===== src/rtl/spi_minion_pkg.sv =====
// Shared constants, frame-width helper and FSM state type for the SPI minion front end.
package spi_minion_pkg;

    // Header bit positions counted above the N-bit payload (absolute index = N + *_BIT).
    localparam int unsigned WR_BIT   = 1;
    localparam int unsigned RD_BIT   = 0;
    localparam int unsigned SPC_BIT  = 1;
    localparam int unsigned TVAL_BIT = 0;

    typedef enum logic [1:0] {
        IDLE  = 2'd0,
        SHIFT = 2'd1,
        DONE  = 2'd2
    } state_e;

    function automatic int unsigned frame_w(input int unsigned n);
        return n + 2;
    endfunction

endpackage


===== src/rtl/spi_minion_frontend_pin_sync.sv =====
// Two-flop pad synchronizer with a third flop for edge detection; pulses are registered so
// level, rise and fall all describe the same pad sample.
module spi_pin_sync (
    input  logic clk,
    input  logic pad,
    output logic level,
    output logic rise,
    output logic fall
);

    logic s1_q;
    logic s2_q;
    logic s3_q;
    logic rise_q;
    logic fall_q;

    always_ff @(posedge clk) begin
        s1_q   <= pad;
        s2_q   <= s1_q;
        s3_q   <= s2_q;
        rise_q <= s2_q & ~s3_q;
        fall_q <= ~s2_q & s3_q;
    end

    assign level = s3_q;
    assign rise  = rise_q;
    assign fall  = fall_q;

endmodule


===== src/rtl/spi_minion_frontend.sv =====
// SPI minion front end: turns fixed-length SPI frames into a val/rdy message stream and
// returns a design payload on MISO, with per-frame flow-control header bits.
module spi_minion_frontend
    import spi_minion_pkg::*;
#(
    parameter int unsigned N     = 32,
    parameter int unsigned DEPTH = 2
) (
    input  logic         clk,
    input  logic         reset,
    input  logic         minion_cs,
    input  logic         minion_sclk,
    input  logic         minion_mosi,
    output logic         minion_miso,
    output logic [N-1:0] send_msg,
    output logic         send_val,
    input  logic         send_rdy,
    input  logic [N-1:0] recv_msg,
    input  logic         recv_val,
    output logic         recv_rdy,
    output logic         minion_parity
);

    localparam int unsigned FW = frame_w(N);
    localparam int unsigned CW = $clog2(FW + 2);
    localparam int unsigned PW = (DEPTH > 1) ? $clog2(DEPTH) : 1;
    localparam int unsigned QW = $clog2(DEPTH + 1);

    localparam logic [CW-1:0] CNT_FULL = CW'(FW);
    localparam logic [CW-1:0] CNT_SAT  = CW'(FW + 1);

    logic cs_level, cs_rise, cs_fall;
    logic sclk_level, sclk_rise, sclk_fall;
    logic mosi_level, mosi_rise, mosi_fall;
    logic unused_sync;

    spi_pin_sync u_sync_cs (
        .clk   (clk),
        .pad   (minion_cs),
        .level (cs_level),
        .rise  (cs_rise),
        .fall  (cs_fall)
    );

    spi_pin_sync u_sync_sclk (
        .clk   (clk),
        .pad   (minion_sclk),
        .level (sclk_level),
        .rise  (sclk_rise),
        .fall  (sclk_fall)
    );

    spi_pin_sync u_sync_mosi (
        .clk   (clk),
        .pad   (minion_mosi),
        .level (mosi_level),
        .rise  (mosi_rise),
        .fall  (mosi_fall)
    );

    assign unused_sync = ^{sclk_level, mosi_rise, mosi_fall};

    state_e        state_q;
    logic [CW-1:0] cnt_q;
    logic          miso_q;
    logic          armed_q;
    logic          spc_q;
    logic          tval_q;
    logic          tx_full_q;
    logic          parity_q;
    logic [N-1:0]  tx_data_q;
    logic [FW-2:0] tx_sh_q;
    logic [FW-1:0] rx_q;
    logic [FW-1:0] tx_frame;

    logic [N-1:0]  mem_q [DEPTH];
    logic [PW-1:0] wr_ptr_q;
    logic [PW-1:0] rd_ptr_q;
    logic [QW-1:0] count_q;

    logic space;
    logic start;
    logic shift_in;
    logic shift_out;
    logic frame_ok;
    logic enq;
    logic deq;
    logic tx_load;
    logic tx_clr;

    function automatic logic [PW-1:0] ptr_inc(input logic [PW-1:0] p);
        return (p == PW'(DEPTH - 1)) ? '0 : p + PW'(1);
    endfunction

    assign space     = (count_q < QW'(DEPTH));
    assign send_val  = (count_q != '0);
    assign send_msg  = mem_q[rd_ptr_q];
    assign deq       = send_val & send_rdy;
    assign recv_rdy  = ~tx_full_q & ~reset;
    assign tx_load   = recv_val & recv_rdy;

    // armed_q blocks a frame that was already in flight when reset released.
    assign start     = (state_q == IDLE) && cs_fall && armed_q;
    assign shift_in  = (state_q == SHIFT) && sclk_rise;
    assign shift_out = (state_q == SHIFT) && sclk_fall;
    assign frame_ok  = (state_q == DONE) && (cnt_q == CNT_FULL);
    assign enq       = frame_ok && rx_q[N + WR_BIT] && spc_q;
    assign tx_clr    = frame_ok && rx_q[N + RD_BIT] && tval_q;

    assign minion_miso   = miso_q;
    assign minion_parity = parity_q;

    always_comb begin
        tx_frame                = '0;
        tx_frame[N + SPC_BIT]   = space;
        tx_frame[N + TVAL_BIT]  = tx_full_q;
        if (tx_full_q) begin
            tx_frame[N-1:0] = tx_data_q;
        end
    end

    always_ff @(posedge clk) begin
        if (reset) begin
            state_q   <= IDLE;
            cnt_q     <= '0;
            miso_q    <= 1'b0;
            armed_q   <= 1'b0;
            spc_q     <= 1'b0;
            tval_q    <= 1'b0;
            tx_full_q <= 1'b0;
            parity_q  <= 1'b0;
        end else begin
            if (cs_level) begin
                armed_q <= 1'b1;
            end
            if (tx_clr) begin
                tx_full_q <= 1'b0;
            end else if (tx_load) begin
                tx_full_q <= 1'b1;
            end
            unique case (state_q)
                IDLE: begin
                    if (start) begin
                        spc_q   <= space;
                        tval_q  <= tx_full_q;
                        miso_q  <= tx_frame[FW-1];
                        cnt_q   <= '0;
                        state_q <= SHIFT;
                    end
                end
                SHIFT: begin
                    if (shift_in && (cnt_q != CNT_SAT)) begin
                        cnt_q <= cnt_q + CW'(1);
                    end
                    if (shift_out) begin
                        miso_q <= tx_sh_q[FW-2];
                    end
                    if (cs_rise) begin
                        state_q <= DONE;
                    end
                end
                DONE: begin
                    miso_q  <= 1'b0;
                    state_q <= IDLE;
                    if (enq) begin
                        parity_q <= ^rx_q[N-1:0];
                    end
                end
                default: state_q <= IDLE;
            endcase
        end
    end

    // Receive queue pointers and occupancy.
    always_ff @(posedge clk) begin
        if (reset) begin
            wr_ptr_q <= '0;
            rd_ptr_q <= '0;
            count_q  <= '0;
        end else begin
            if (enq) begin
                wr_ptr_q <= ptr_inc(wr_ptr_q);
            end
            if (deq) begin
                rd_ptr_q <= ptr_inc(rd_ptr_q);
            end
            unique case ({enq, deq})
                2'b10:   count_q <= count_q + QW'(1);
                2'b01:   count_q <= count_q - QW'(1);
                default: count_q <= count_q;
            endcase
        end
    end

    always_ff @(posedge clk) begin
        if (start) begin
            tx_sh_q <= tx_frame[FW-2:0];
        end else if (shift_out) begin
            tx_sh_q <= {tx_sh_q[FW-3:0], 1'b0};
        end
        if (shift_in) begin
            rx_q <= {rx_q[FW-2:0], mosi_level};
        end
        if (tx_load) begin
            tx_data_q <= recv_msg;
        end
        if (enq) begin
            mem_q[wr_ptr_q] <= rx_q[N-1:0];
        end
    end

endmodule

===== config.mk =====
export PLATFORM = sky130hd
export DESIGN_NAME = spi_minion_frontend
export DESIGN_NICKNAME = d
export VERILOG_FILES = /design/src/rtl/spi_minion_pkg.sv /design/src/rtl/spi_minion_frontend_pin_sync.sv /design/src/rtl/spi_minion_frontend.sv
export SDC_FILE = /design/constraint.sdc
export NUM_CORES = 1
export LEC_CHECK = 0
export ABC_AREA = 1
export CAP_MARGIN = 20
export CORE_AREA = 2 2 141 116
export CTS_CLUSTER_DIAMETER = 40
export CTS_CLUSTER_SIZE = 10
export DETAILED_ROUTE_END_ITERATION = 6
export DIE_AREA = 0 0 143 118
export GPL_TIMING_DRIVEN = 1
export PLACE_DENSITY = 0.71
export SYNTH_ARGS = -nofsm -noshare
export SYNTH_HDL_FRONTEND = slang
export SYNTH_SLANG_ARGS = --single-unit
export TNS_END_PERCENT = 50

===== constraint.sdc =====
create_clock -name clk -period 3.6 [get_ports clk]
set_input_delay 0.72 -clock clk [delete_from_list [all_inputs] [get_ports clk]]
set_output_delay 0.72 -clock clk [all_outputs]
set_load 0.1 [all_outputs]

==> metrics.md <==
| Metric | Value |
|---|---|
| Outcome | `completed` |
| Remaining DRCs | `0` |
| Register area share after synthesis | `71.4%` |
| Post-CTS resize count | `0` |
| Worst-path clk slew | `70 ps` |
| Synth top area cells | `edfxtp_1, nand2_1, dfxtp_1` |
| Final #Nets | `789` |
| Initial drt markers | `360` |
| Total global-route track usage | `16.0%` |
| Die H | `118 um` |
| Num CTS Buffers | `17` |
| Final WS setup | `944 ps` |
| Vias in the first global route | `4574` |
| Area delta synth->final | `19.3%` |
| Worst Tran Pin Value | `1020 ps` |
| Leakage Power | `3.64 nW` |
| Die Wd | `143 um` |
| Synth Register Bits | `195` |
| Port Buffer Count | `74` |
| RSZ-0062 raised after global routing | `no` |
| Hold_sp | `u_sync_mosi.s2_q$_DFF_P_` |
| Critical Path Sink Type | `output pin` |
| Worst Clk Skew | `10.7 ps` |
| H-Tree Depth | `4` |
| Initial core utilization | `50.2%` |
| Post-Synthesis Cells | `655` |
| # clock sinks | `195` |
| Most common cell after layout, fill and taps aside | `nand2_1` |
| Final setup violation count | `0` |
| Mapped Area | `7750 um2` |
| Post-detailed-route wirelength per cell | `13.3 um` |
| Cell variety after synth | `28` |
| Final Hold Fails | `0` |
| Layout cells sized above 1 | `14.7%` |
| M1 GR Usage | `21.1%` |
| Top Usage Layer GRT | `met2` |
| Initial DRT Pass Iterations | `4` |
| Peak Freq | `377 MHz` |
| CP peak stage delay | `1150 ps` |
| Commonest cells after routing, fill and taps aside | `nand2_1, edfxtp_1, inv_1` |
| Syn Nets | `703` |
| Crit path time final | `2660 ps` |
| Slew Limit Fails | `0` |
| Hold Crit Class | `register to register` |
| Worst relative slew slack | `32.1%` |
| Fill cells | `1185` |
| Critical path's top delay family | `buffers and inverters` |
| IO Count | `75` |
| TritonCTS clock tree | `done` |
| Die footprint | `16900 um2` |
| CP Cell Sequence | `clkdlybuf4s50_1` |
| Row count | `41` |
| Hold Buf Count CTS | `0` |
| Mapped Avg Cell Area | `11.8 um2` |
| Largest net degree at the start of global routing | `66` |
| Clock tree root buffer cell | `clkbuf_16` |
| Pre-CTS WS | `1040 ps` |
| Final ANT Viol Nets | `0` |
| Max_cap viols | `0` |
| Worst Path Arrival | `1940 ps` |
| Setup CP Type | `register to output pin` |
| Power density over the cells | `537 nW/um2` |
| Global-route met3 utilization | `4.68%` |
| Top-area cell type share of the netlist area | `63.1%` |
| Setup_tns | `0 ps` |
| CP startpoint | `minion_miso$_SDFFE_PP0P_` |
| Ys Warns | `0` |
| GR Util met2 | `25.8%` |
| First-pass GRT wire length | `21.1 mm` |
| Final WL | `12.9 mm` |
| Core area | `15400 um2` |
| Worst-Skew Late Latency | `430 ps` |
| Clk buf depth | `2` |
| Vias per cell | `4.84` |
| Overflow after GRT | `0` |
| Worst Path Required | `2880 ps` |
| HPWL Detailed | `8.40 mm` |
| Startpoint Class | `register` |
| Launch point of the worst reg-to-reg path | `state_q[0]$_SDFFE_PP0P_` |
| Initial antenna violation count | `0` |
| Crit-path slowest cell | `clkdlybuf4s50_1` |
| GPL Wtd Cong | `0.765` |
| Vias | `4693` |
| Worst Path Buf+Inv | `1` |
| Synth area leader | `edfxtp_1` |
| Post-CTS Setup Bufs | `0` |
| Peak VDD IR | `0.402 mV` |
| Worst Path Max Fanout | `2` |
| Antenna cells | `0` |
| Final Cycle Share | `73.8%` |
==> Yosys cell counts (all sizes together) <==
| library cell | n |
|---|---|
| nor3b | 2 |
| nor2 | 27 |
| ha | 9 |
| dfxtp | 32 |
| buf | 6 |
| xnor2 | 3 |
| a31oi | 2 |
| a21oi | 13 |
| nand3 | 8 |
| edfxtp | 163 |
| o21ai | 44 |
| nand4 | 2 |
| a211oi | 1 |
| clkbuf | 9 |
| xor2 | 4 |
| inv | 52 |
| nand2 | 243 |
| mux2 | 32 |
| clkinv | 1 |
| nor3 | 2 |
==> area by class of cell <==
class	instances	area (um2)	share of cell area, %
Clock buffer	19	433	4.68
Clock inverter	13	125	1.35
Inverter	53	201	2.18
Multi-Input combinational cell	392	1980	21.3
Sequential cell	195	5540	59.8
Tap cell	215	269	2.91
Timing Repair Buffer	82	716	7.73
==> through the flow <==
stage | instances | util [%] | cell area, um2 | power [W] | hold WS [ps]
after global routing | 969 | 59.9 | 9260 | 0.00517 | 345
after detailed placement | 937 | 56.3 | 8700 | 0.00323 | 312
after floorplan | 655 | - | 7750 | 0.00306 | 310
after global placement | 937 | 56.3 | 8700 | 0.00320 | 313
final | 969 | 59.9 | 9260 | 0.00497 | 329
after CTS | 969 | 59.9 | 9260 | 0.00501 | 332
==> worst reg2reg max path: stages, from the launching register on <==
cell and delay, ps:
dfxtp_1 350, inv_1 140, ha_1 160, nand4_1 130
nor2_1 220, inv_1 140, nor2_4 790
==> sequential cells by signal, summed over array words and instances, names as in the netlist, 2 cells and up, named ones only <==
register / flops
mem_q: 64
tx_data_q: 32
cnt_q: 6
count_q: 2
rx_q: 34
tx_sh_q: 33
state_q: 2
==> worst paths after layout <==
path                                    end  slack (ps)  cells past startpoint
setup / recovery                minion_miso         940                      1
hold / removal    u_sync_mosi.level$_DFF_P_         330                      0
setup reg to reg     mem_q[1][12]$_DFFE_PP_        1270                      6
hold reg to reg   u_sync_mosi.level$_DFF_P_         330                      0
==> routing by layer <==
metal	up-vias	wire (um)
met5	-	0
met4	0	102
met3	7	541
met2	96	6220
met1	2220	6060
li1	2370	-
==> report_power, final <==
| group | total [W] | leakage (nW) | internal, W | switching, W |
|---|---|---|---|---|
| Sequential | 0.00265 | 1.75 | 0.00258 | 0.0000687 |
| Clock | 0.00179 | 0.264 | 0.000966 | 0.000826 |
| Combinational | 0.000528 | 1.63 | 0.000177 | 0.000351 |
==> cell families after synthesis <==
group | synth area share, %
multiplexers | 4.65
AND/OR/NAND/NOR | 14.3
XOR/XNOR | 0.791
flip-flops | 71.4
AO/OA/AOI/OAI | 4.03
buffers and inverters | 3.40
adder cells (fa/ha/maj) | 1.45
Note: power is estimated with default switching activity, not from simulation.
